`src/rtl/ws2812_chain_out.sv`:
```
// Multi-channel WS2812 serializer: shifts CH pixel words MSB-first in lockstep with
// programmable high/period timing, then optionally holds all lines low for the latch period.
module ws2812_chain_out #(
  parameter int unsigned CH        = 4,
  parameter int unsigned WORD_BITS = 24,
  parameter int unsigned CNT_W     = 16,
  parameter int unsigned CNT_T0H   = 70,
  parameter int unsigned CNT_T1H   = 140,
  parameter int unsigned CNT_BIT   = 250,
  parameter int unsigned CNT_RST   = 60000
) (
  input  logic                    clk_in,
  input  logic                    rst_in,
  input  logic                    data_vld_in,
  input  logic [CH*WORD_BITS-1:0] data_in,
  output logic                    data_rdy_out,
  input  logic                    latch_in,
  output logic                    busy_out,
  output logic                    word_done_out,
  output logic [CH-1:0]           ws2812_data_out
);

  localparam int unsigned IDX_W = (WORD_BITS > 1) ? $clog2(WORD_BITS) : 1;

  localparam logic [1:0] S_IDLE  = 2'd0;
  localparam logic [1:0] S_SEND  = 2'd1;
  localparam logic [1:0] S_LATCH = 2'd2;

  localparam logic [CNT_W-1:0] BIT_LAST = CNT_W'(CNT_BIT - 1);
  localparam logic [CNT_W-1:0] RST_LAST = CNT_W'(CNT_RST - 1);
  localparam logic [CNT_W-1:0] T0H_C    = CNT_W'(CNT_T0H);
  localparam logic [CNT_W-1:0] T1H_C    = CNT_W'(CNT_T1H);
  localparam logic [IDX_W-1:0] IDX_MSB  = IDX_W'(WORD_BITS - 1);

  logic [1:0]                      state_q, state_d;
  logic [CNT_W-1:0]                cnt_q, cnt_d;
  logic [IDX_W-1:0]                bit_idx_q, bit_idx_d;
  logic                            latch_pend_q, latch_pend_d;
  logic [CH-1:0][WORD_BITS-1:0]    sh_q, sh_d;
  logic                            done_q, done_d;
  logic [CH-1:0]                   line_q, line_d;

  logic             bit_end_c;
  logic             word_end_c;
  logic             go_latch_c;
  logic             accept_c;
  logic [CNT_W-1:0] cnt_inc_c;

  // cnt_q is the position within the bit currently shown on the lines
  assign cnt_inc_c  = cnt_q + CNT_W'(1);
  assign bit_end_c  = (cnt_q == BIT_LAST);
  assign word_end_c = bit_end_c && (bit_idx_q == '0);
  assign go_latch_c = latch_pend_q | latch_in;

  assign data_rdy_out = (state_q == S_IDLE) ||
                        ((state_q == S_SEND) && word_end_c && !go_latch_c);
  assign accept_c     = data_vld_in & data_rdy_out;

  assign busy_out        = (state_q != S_IDLE);
  assign word_done_out   = done_q;
  assign ws2812_data_out = line_q;

  always_comb begin
    state_d      = state_q;
    cnt_d        = cnt_q;
    bit_idx_d    = bit_idx_q;
    latch_pend_d = latch_pend_q;
    sh_d         = sh_q;
    done_d       = 1'b0;
    line_d       = '0;

    case (state_q)
      S_IDLE: begin
        if (accept_c) begin
          sh_d         = data_in;
          bit_idx_d    = IDX_MSB;
          cnt_d        = '0;
          latch_pend_d = latch_in;
          line_d       = '1;
          state_d      = S_SEND;
        end else if (latch_in) begin
          cnt_d   = '0;
          state_d = S_LATCH;
        end
      end

      S_SEND: begin
        latch_pend_d = latch_pend_q | latch_in;
        if (!bit_end_c) begin
          cnt_d = cnt_inc_c;
          for (int unsigned c = 0; c < CH; c++) begin
            line_d[c] = (cnt_inc_c < (sh_q[c][WORD_BITS-1] ? T1H_C : T0H_C));
          end
        end else if (bit_idx_q != '0) begin
          // every bit starts high regardless of its value
          cnt_d     = '0;
          bit_idx_d = bit_idx_q - IDX_W'(1);
          for (int unsigned c = 0; c < CH; c++) begin
            sh_d[c] = sh_q[c] << 1;
          end
          line_d = '1;
        end else begin
          done_d = 1'b1;
          cnt_d  = '0;
          if (go_latch_c) begin
            latch_pend_d = 1'b0;
            state_d      = S_LATCH;
          end else if (accept_c) begin
            sh_d      = data_in;
            bit_idx_d = IDX_MSB;
            line_d    = '1;
          end else begin
            state_d = S_IDLE;
          end
        end
      end

      S_LATCH: begin
        if (cnt_q == RST_LAST) begin
          cnt_d   = '0;
          state_d = S_IDLE;
        end else begin
          cnt_d = cnt_inc_c;
        end
      end

      default: begin
        cnt_d   = '0;
        state_d = S_IDLE;
      end
    endcase
  end

  always_ff @(posedge clk_in or posedge rst_in) begin
    if (rst_in) begin
      state_q      <= S_IDLE;
      cnt_q        <= '0;
      bit_idx_q    <= '0;
      latch_pend_q <= 1'b0;
      sh_q         <= '0;
      done_q       <= 1'b0;
      line_q       <= '0;
    end else begin
      state_q      <= state_d;
      cnt_q        <= cnt_d;
      bit_idx_q    <= bit_idx_d;
      latch_pend_q <= latch_pend_d;
      sh_q         <= sh_d;
      done_q       <= done_d;
      line_q       <= line_d;
    end
  end

endmodule

```
`config.mk`:
```
export PLATFORM = sky130hd
export DESIGN_NAME = ws2812_chain_out
export DESIGN_NICKNAME = d
export VERILOG_FILES = /design/src/rtl/ws2812_chain_out.sv
export SDC_FILE = /design/constraint.sdc
export NUM_CORES = 1
export LEC_CHECK = 0
export CORE_MARGIN = 3
export CORE_UTILIZATION = 45
export DETAILED_ROUTE_END_ITERATION = 12
export MAX_ROUTING_LAYER = met4
export PLACE_DENSITY = 0.69
export RECOVER_POWER = 25
export SETUP_SLACK_MARGIN = 0.4
export SLEW_MARGIN = 20
export SYNTH_ARGS = -nofsm -noshare
export SYNTH_HDL_FRONTEND = slang
export SYNTH_SLANG_ARGS = --single-unit
```
`constraint.sdc`:
```
create_clock -name clk_in -period 5.3 [get_ports clk_in]
set_input_delay 1.06 -clock clk_in [delete_from_list [all_inputs] [get_ports clk_in]]
set_output_delay 1.06 -clock clk_in [all_outputs]
set_load 0.01 [all_outputs]
```
==> flow_summary.ini, run 1 <==
[logic_synthesis]
ys_seq_area_share_pct = 48.75
async_reset_ff_share_pct = 100.0
synth_edf_count = 0
yosysWarningCount = 0
synth_top_area_share_pct = 48.75
syn_inst = 567
synth_area_leader_cell = dfrtp_1
ys_ff_latch = 125
synth_top_flop_cell = dfrtp_1
ys_types = 48
synthTopCellsByArea = dfrtp_1 49%, o221a_1 14%, nand2b_1 9.2%
syn_avg_cell_area_sq_um = 11.32
syn_area_sq_um = 6416
syn_nets = 686

[placed_design]
dp_hpwl_mm = 9.469
place.gp.congestion = 0.8566
port_buffers = 106

[grt]
grt_max_degree = 102
grtUsageTotal_pct = 20.05
antenna_found_initial = 0
grt_pass1_vias = 4846
grt_pass1_wl_mm = 24.88
grt.overflow.total = 0

[floorplanning]
die-area_sq_um = 15730
core_sq_um = 13930
io_pins = 107
initial_utilization_pct = 46.04
die_x_microns = 125.4
fp.dieH_microns = 125.4
std_cell_rows = 43

[drt]
ant_nets = 0
vias_per_cell = 5.806
drcViolationCount = 0
drt_iter0_markers = 441
post_drt_wl_per_cell_microns = 17.89
routed_wl_mm = 15.07
dr.pass1.iters = 5
vias = 4889

[critical_path]
cp-startpoint = latch_in
worstSetupPathType = in2out
r2r_end = sh_q[87]
critPathArrivalTime_ns = 2.67
ff2ff_path_depth = 8
worstPathRequired_ns = 4.24
rrSetupSlack_ns = 2.48
cp-start-kind = input port
crit_end = data_rdy_out
endpoint_kind = primary output
crit_fanout = 5
rr_startpoint = bit_idx_q[0]

[cells_and_area]
antenna_cells = 0
layout-area-overhead-vs-synth_pct = 25.53
nets = 768
drive_gt1_share_pct = 9.215
nFillCells = 1159

[clock_tree]
numClockSinks = 125
clk_path_buf_depth = 2
cts_hold_buf = 0
cts_resized = 0
cts_inserted_buffers = 17
cts_tree = yes
cts_root_buf = clkbuf_16
post_cts_buffers = 0
htreeDepth = 4
clock_latency_ns = 0.41
clk_pin_slew_ns = 0.05

[power]
p_leak_nw = 3.200
ir_worst_vdd_mv = 0.2823
power_density_nw_per_um2 = 503.1

[timing]
final-hold-violation-count = 0
tightestPinTransition_ns = 2.696
period_share_pct = 70.32
drv_slew = 61
rsz0062_at_grt = no
setup_viol = 0
tns_ns = 0
max_slew_margin_pct = -80.69
min_period_ns = 3.727
timing.fmax_mhz = 268.3
whs_ns = 0.5088
skew_ns = 0.007788

[min_path]
holdPathStages = 1
worstHoldStart = sh_q[48]
min_path_type = reg2reg

[run_status]
outcome = complete, but fails checks
violations = capacitance limit, slew limit

[job]
cap_viol_max_count = 1
[power breakdown]
group / switching (mW) / total (mW) / internal (mW)
Clock: 0.398 / 1.14 / 0.740
Combinational: 0.622 / 1.36 / 0.735
Sequential: 0.209 / 1.56 / 1.35
[how the worst min path moves through the flow]
stage                    to
2_1_floorplan  latch_pend_q
3_3_place_gp       sh_q[48]
3_5_place_dp       sh_q[48]
4_1_cts            sh_q[48]
5_1_grt            sh_q[48]
6_report           sh_q[48]
[area by class of cell]
cell class | instances | area (sq um) | share of cell area, %
Clock buffer | 26 | 499.2 | 6.199
Clock inverter | 6 | 82.58 | 1.025
Inverter | 20 | 76.32 | 0.9476
Multi-Input combinational cell | 374 | 2944 | 36.55
Sequential cell | 125 | 3128 | 38.84
Tap cell | 180 | 225.2 | 2.796
Timing Repair Buffer | 111 | 1099 | 13.64
[layer usage]
layer	GRT usage (%)	part of all wire (%)
met1	27.15	46
met2	29.42	46
met5	-	0
met3	6.578	6.9
met4	4.847	0.43
[Yosys cell counts (2+ instances only)]
cell      instances
nor4bb_1          3
xor2_1            2
a31o_2            6
nand3_1           7
nor2b_1           2
nand2_1          26
xnor2_1           9
nor2_1            7
nand2b_1         94
clkbuf_1         11
a22o_1            6
buf_2            16
nor4_1            2
o221a_1          80
a21o_1            3
o221a_2          12
a22oi_1           3
ha_1             19
o21ba_2           2
a31oi_1          14
inv_1            20
a211oi_1          2
nor3_1            5
a21boi_0          4
buf_6            11
buf_1             7
and3_1            5
or3_1             3
and4_1            4
buf_4             2
a21oi_1          13
nand4_1           9
o22ai_1           2
o21ai_0          15
and2_1            4
dfrtp_1         125
[registers in the layout, summed over array words and instances, names as in the netlist]
name             flops
ws2812_data_out      4
cnt_q               16
sh_q                96
latch_pend_q         1
word_done_out        1
state_q              2
bit_idx_q            5
[placed cells by master (no fill, tap or decap), types with 9 or more instances in the layout]
cell             count
nand2_1             26
nand4_1              9
xnor2_1              9
a21oi_1             13
clkdlybuf4s50_1    104
a31oi_1             14
o21ai_0             15
o221a_2             12
nand2b_1            94
o221a_1             80
inv_1               19
clkbuf_16           17
dfrtp_1            125
ha_1                19
[logic make-up after synthesis]
logic type | Yosys count | synth area share (%)
xor gates and xnor gates | 11 | 1.502
and+or+nand+nor | 177 | 16.36
DFF | 125 | 48.75
muxes | 1 | 0.1755
buffers and inverters | 68 | 5.714
AOI/OAI and AO/OA | 166 | 23.79
adders and majority gates | 19 | 3.705
[per-stage QoR]
step	area (sq um)	setup slack, ns	power, mW	utilization, %	instances
6_report	8054	1.573	4.052	57.80	842
2_1_floorplan	6416	0.9124	2.569	-	567
4_1_cts	8050	1.614	4.082	57.77	842
5_1_grt	8054	1.475	4.324	57.80	842
3_5_place_dp	7468	1.650	2.909	53.60	810
3_3_place_gp	7468	1.702	2.857	53.60	810
[worst max-delay path, stage by stage]
cell,delay [ns]
clkdlybuf4s50_1,0.48
nor2_1,0.30
nand2_1,0.19
nand2_1,0.10
clkdlybuf4s50_1,0.53
Power figures use the tool's default switching activity.
==> run 2, diff against run 1 <==
Settings changed: PLACE_DENSITY 0.69 to 0.72.
Clock period 5.3 ns to 3.1 ns, I/O delays scaled along.
==> flow_summary.ini, run 2 (synthesis gave the netlist of run 1 again) <==
[drt]
ant_nets = 0
drcViolationCount = 0
dr.pass1.iters = 5
drt_iter0_markers = 421
vias_per_cell = 5.804
vias = 4939
routed_wl_mm = 15.45
post_drt_wl_per_cell_microns = 18.15

[critical_path]
worstSetupPathType = reg2out
rrSetupSlack_ns = 0.56
r2r_end = sh_q[95]
crit_fanout = 10
critPathArrivalTime_ns = 2.04
cp-start-kind = flip-flop
ff2ff_path_depth = 6
worstPathRequired_ns = 2.48
endpoint_kind = primary output
rr_startpoint = cnt_q[4]

[floorplanning]
initial_utilization_pct = 46.04
core_sq_um = 13930
io_pins = 107
die-area_sq_um = 15730
std_cell_rows = 43
die_x_microns = 125.4
fp.dieH_microns = 125.4

[job]
cap_viol_max_count = 1

[grt]
grtUsageTotal_pct = 20.49
grt_pass1_vias = 5119
grt.overflow.total = 0
grt_max_degree = 126
grt_pass1_wl_mm = 25.63
antenna_found_initial = 0

[timing]
final-hold-violation-count = 0
tightestPinTransition_ns = 1.705
skew_ns = 0.007361
setup_viol = 0
min_period_ns = 2.662
rsz0062_at_grt = yes
period_share_pct = 85.87
drv_slew = 126
tns_ns = 0
timing.fmax_mhz = 375.7
max_slew_margin_pct = -13.64

[cells_and_area]
layout-area-overhead-vs-synth_pct = 28.00
final_cell_mix = 125 x dfrtp_1, 104 x clkdlybuf4s50_1, 94 x nand2b_1
regMostFlops = sh_q
drive_gt1_share_pct = 11.18
nets = 777
fin_util_pct = 58.94
top_regs = sh_q (96), cnt_q (16), bit_idx_q (5)
final_common_cell = dfrtp_1
largest_reg_flops = 96
nFillCells = 1149
antenna_cells = 0
finalNonFillerCells = 851

[clock_tree]
numClockSinks = 125
htreeDepth = 4
clk_path_buf_depth = 2
cts_tree = yes
clock_latency_ns = 0.41
clk_pin_slew_ns = 0.05
cts_root_buf = clkbuf_16
cts_inserted_buffers = 17

[placed_design]
place.gp.congestion = 0.8112
dp_cells = 816
port_buffers = 106
dp_hpwl_mm = 9.681

[min_path]
holdPathStages = 1
worstHoldStart = sh_q[24]
min_path_type = reg2reg
whs_endpoint = sh_q[24]

[run_status]
violations = capacitance limit, slew limit
outcome = complete, but fails checks

[power]
ir_worst_vdd_mv = 0.4844
p_leak_nw = 3.292
power_density_nw_per_um2 = 877.3
==> run 2: cell types whose count changed in the layout (fill, tap and decap cells not counted), moves of 2 or more <==
| cell | change |
|---|---|
| clkinv_4 | +2 |
| clkinvlp_4 | +2 |
| buf_4 | +6 |
| clkinv_2 | -2 |
| clkbuf_1 | -3 |
| buf_12 | +2 |
| bufinv_16 | +2 |
==> run 2: stage by stage <==
step	worst slack [ns]	hold WS, ns	area (sq um)	power (mW)
4_1_cts	0.4102	0.5270	8215	7.268
5_1_grt	0.2929	0.5460	8213	7.657
3_5_place_dp	0.3285	0.5094	7546	5.035
3_3_place_gp	0.3986	0.4938	7546	4.935
6_report	0.4380	0.5276	8213	7.205
2_1_floorplan	0.9338	0.4724	6420	4.392
==> run 2: area by class of cell <==
class	count	area [sq um]	share of cell area, %
Sequential cell	125	3128	38.09
Clock inverter	9	157.7	1.920
Multi-Input combinational cell	374	2943	35.83
Inverter	20	78.83	0.9598
Timing Repair Buffer	120	1192	14.52
Tap cell	180	225.2	2.742
Clock buffer	23	488.0	5.941
==> run 2: routing by layer <==
metal	wire, microns	vias up	global-route usage (%)	part of all wire, %
met5	0	-	-	0
li1	-	2307	-	-
met4	225	0	5.931	1.5
met3	889	18	6.237	5.8
met1	7038	2477	26.73	46
met2	7294	137	31.13	47
==> run 2: what timing repair did <==
action / CTS / global route
buffers inserted: 3 / 0
hold buffers: 0 / 0
resized for setup: 3 / 2
pin swaps: 2 / 1
setup endpoints to repair: 1 / 5
==> run 2: worst max-delay path by stage <==
stage / from / to / slack [ns] / cells past startpoint
after floorplan: bit_idx_q[0] / sh_q[71] / 0.93 / 10
after global placement: latch_in / data_rdy_out / 0.40 / 5
after detailed placement: latch_in / data_rdy_out / 0.33 / 5
after CTS: cnt_q[13] / data_rdy_out / 0.41 / 6
after global routing: cnt_q[1] / data_rdy_out / 0.29 / 8
final: cnt_q[13] / data_rdy_out / 0.44 / 6
==> run 2: where the power goes <==
group / leakage, nW / internal (mW) / switching [mW] / total (mW)
Sequential: 1.43 / 2.30 / 0.360 / 2.66
Combinational: 1.55 / 1.31 / 1.08 / 2.39
Clock: 0.310 / 1.43 / 0.717 / 2.15
Total: 3.29 / 5.05 / 2.16 / 7.20
==> run 2: worst max-delay path, stage by stage, from the launching register on <==
cell and delay, ns:
dfrtp_1 0.49, nor4bb_1 0.30, and4_1 0.26, and3_2 0.22
nand2_2 0.08, nand2_1 0.08, clkdlybuf4s15_2 0.22
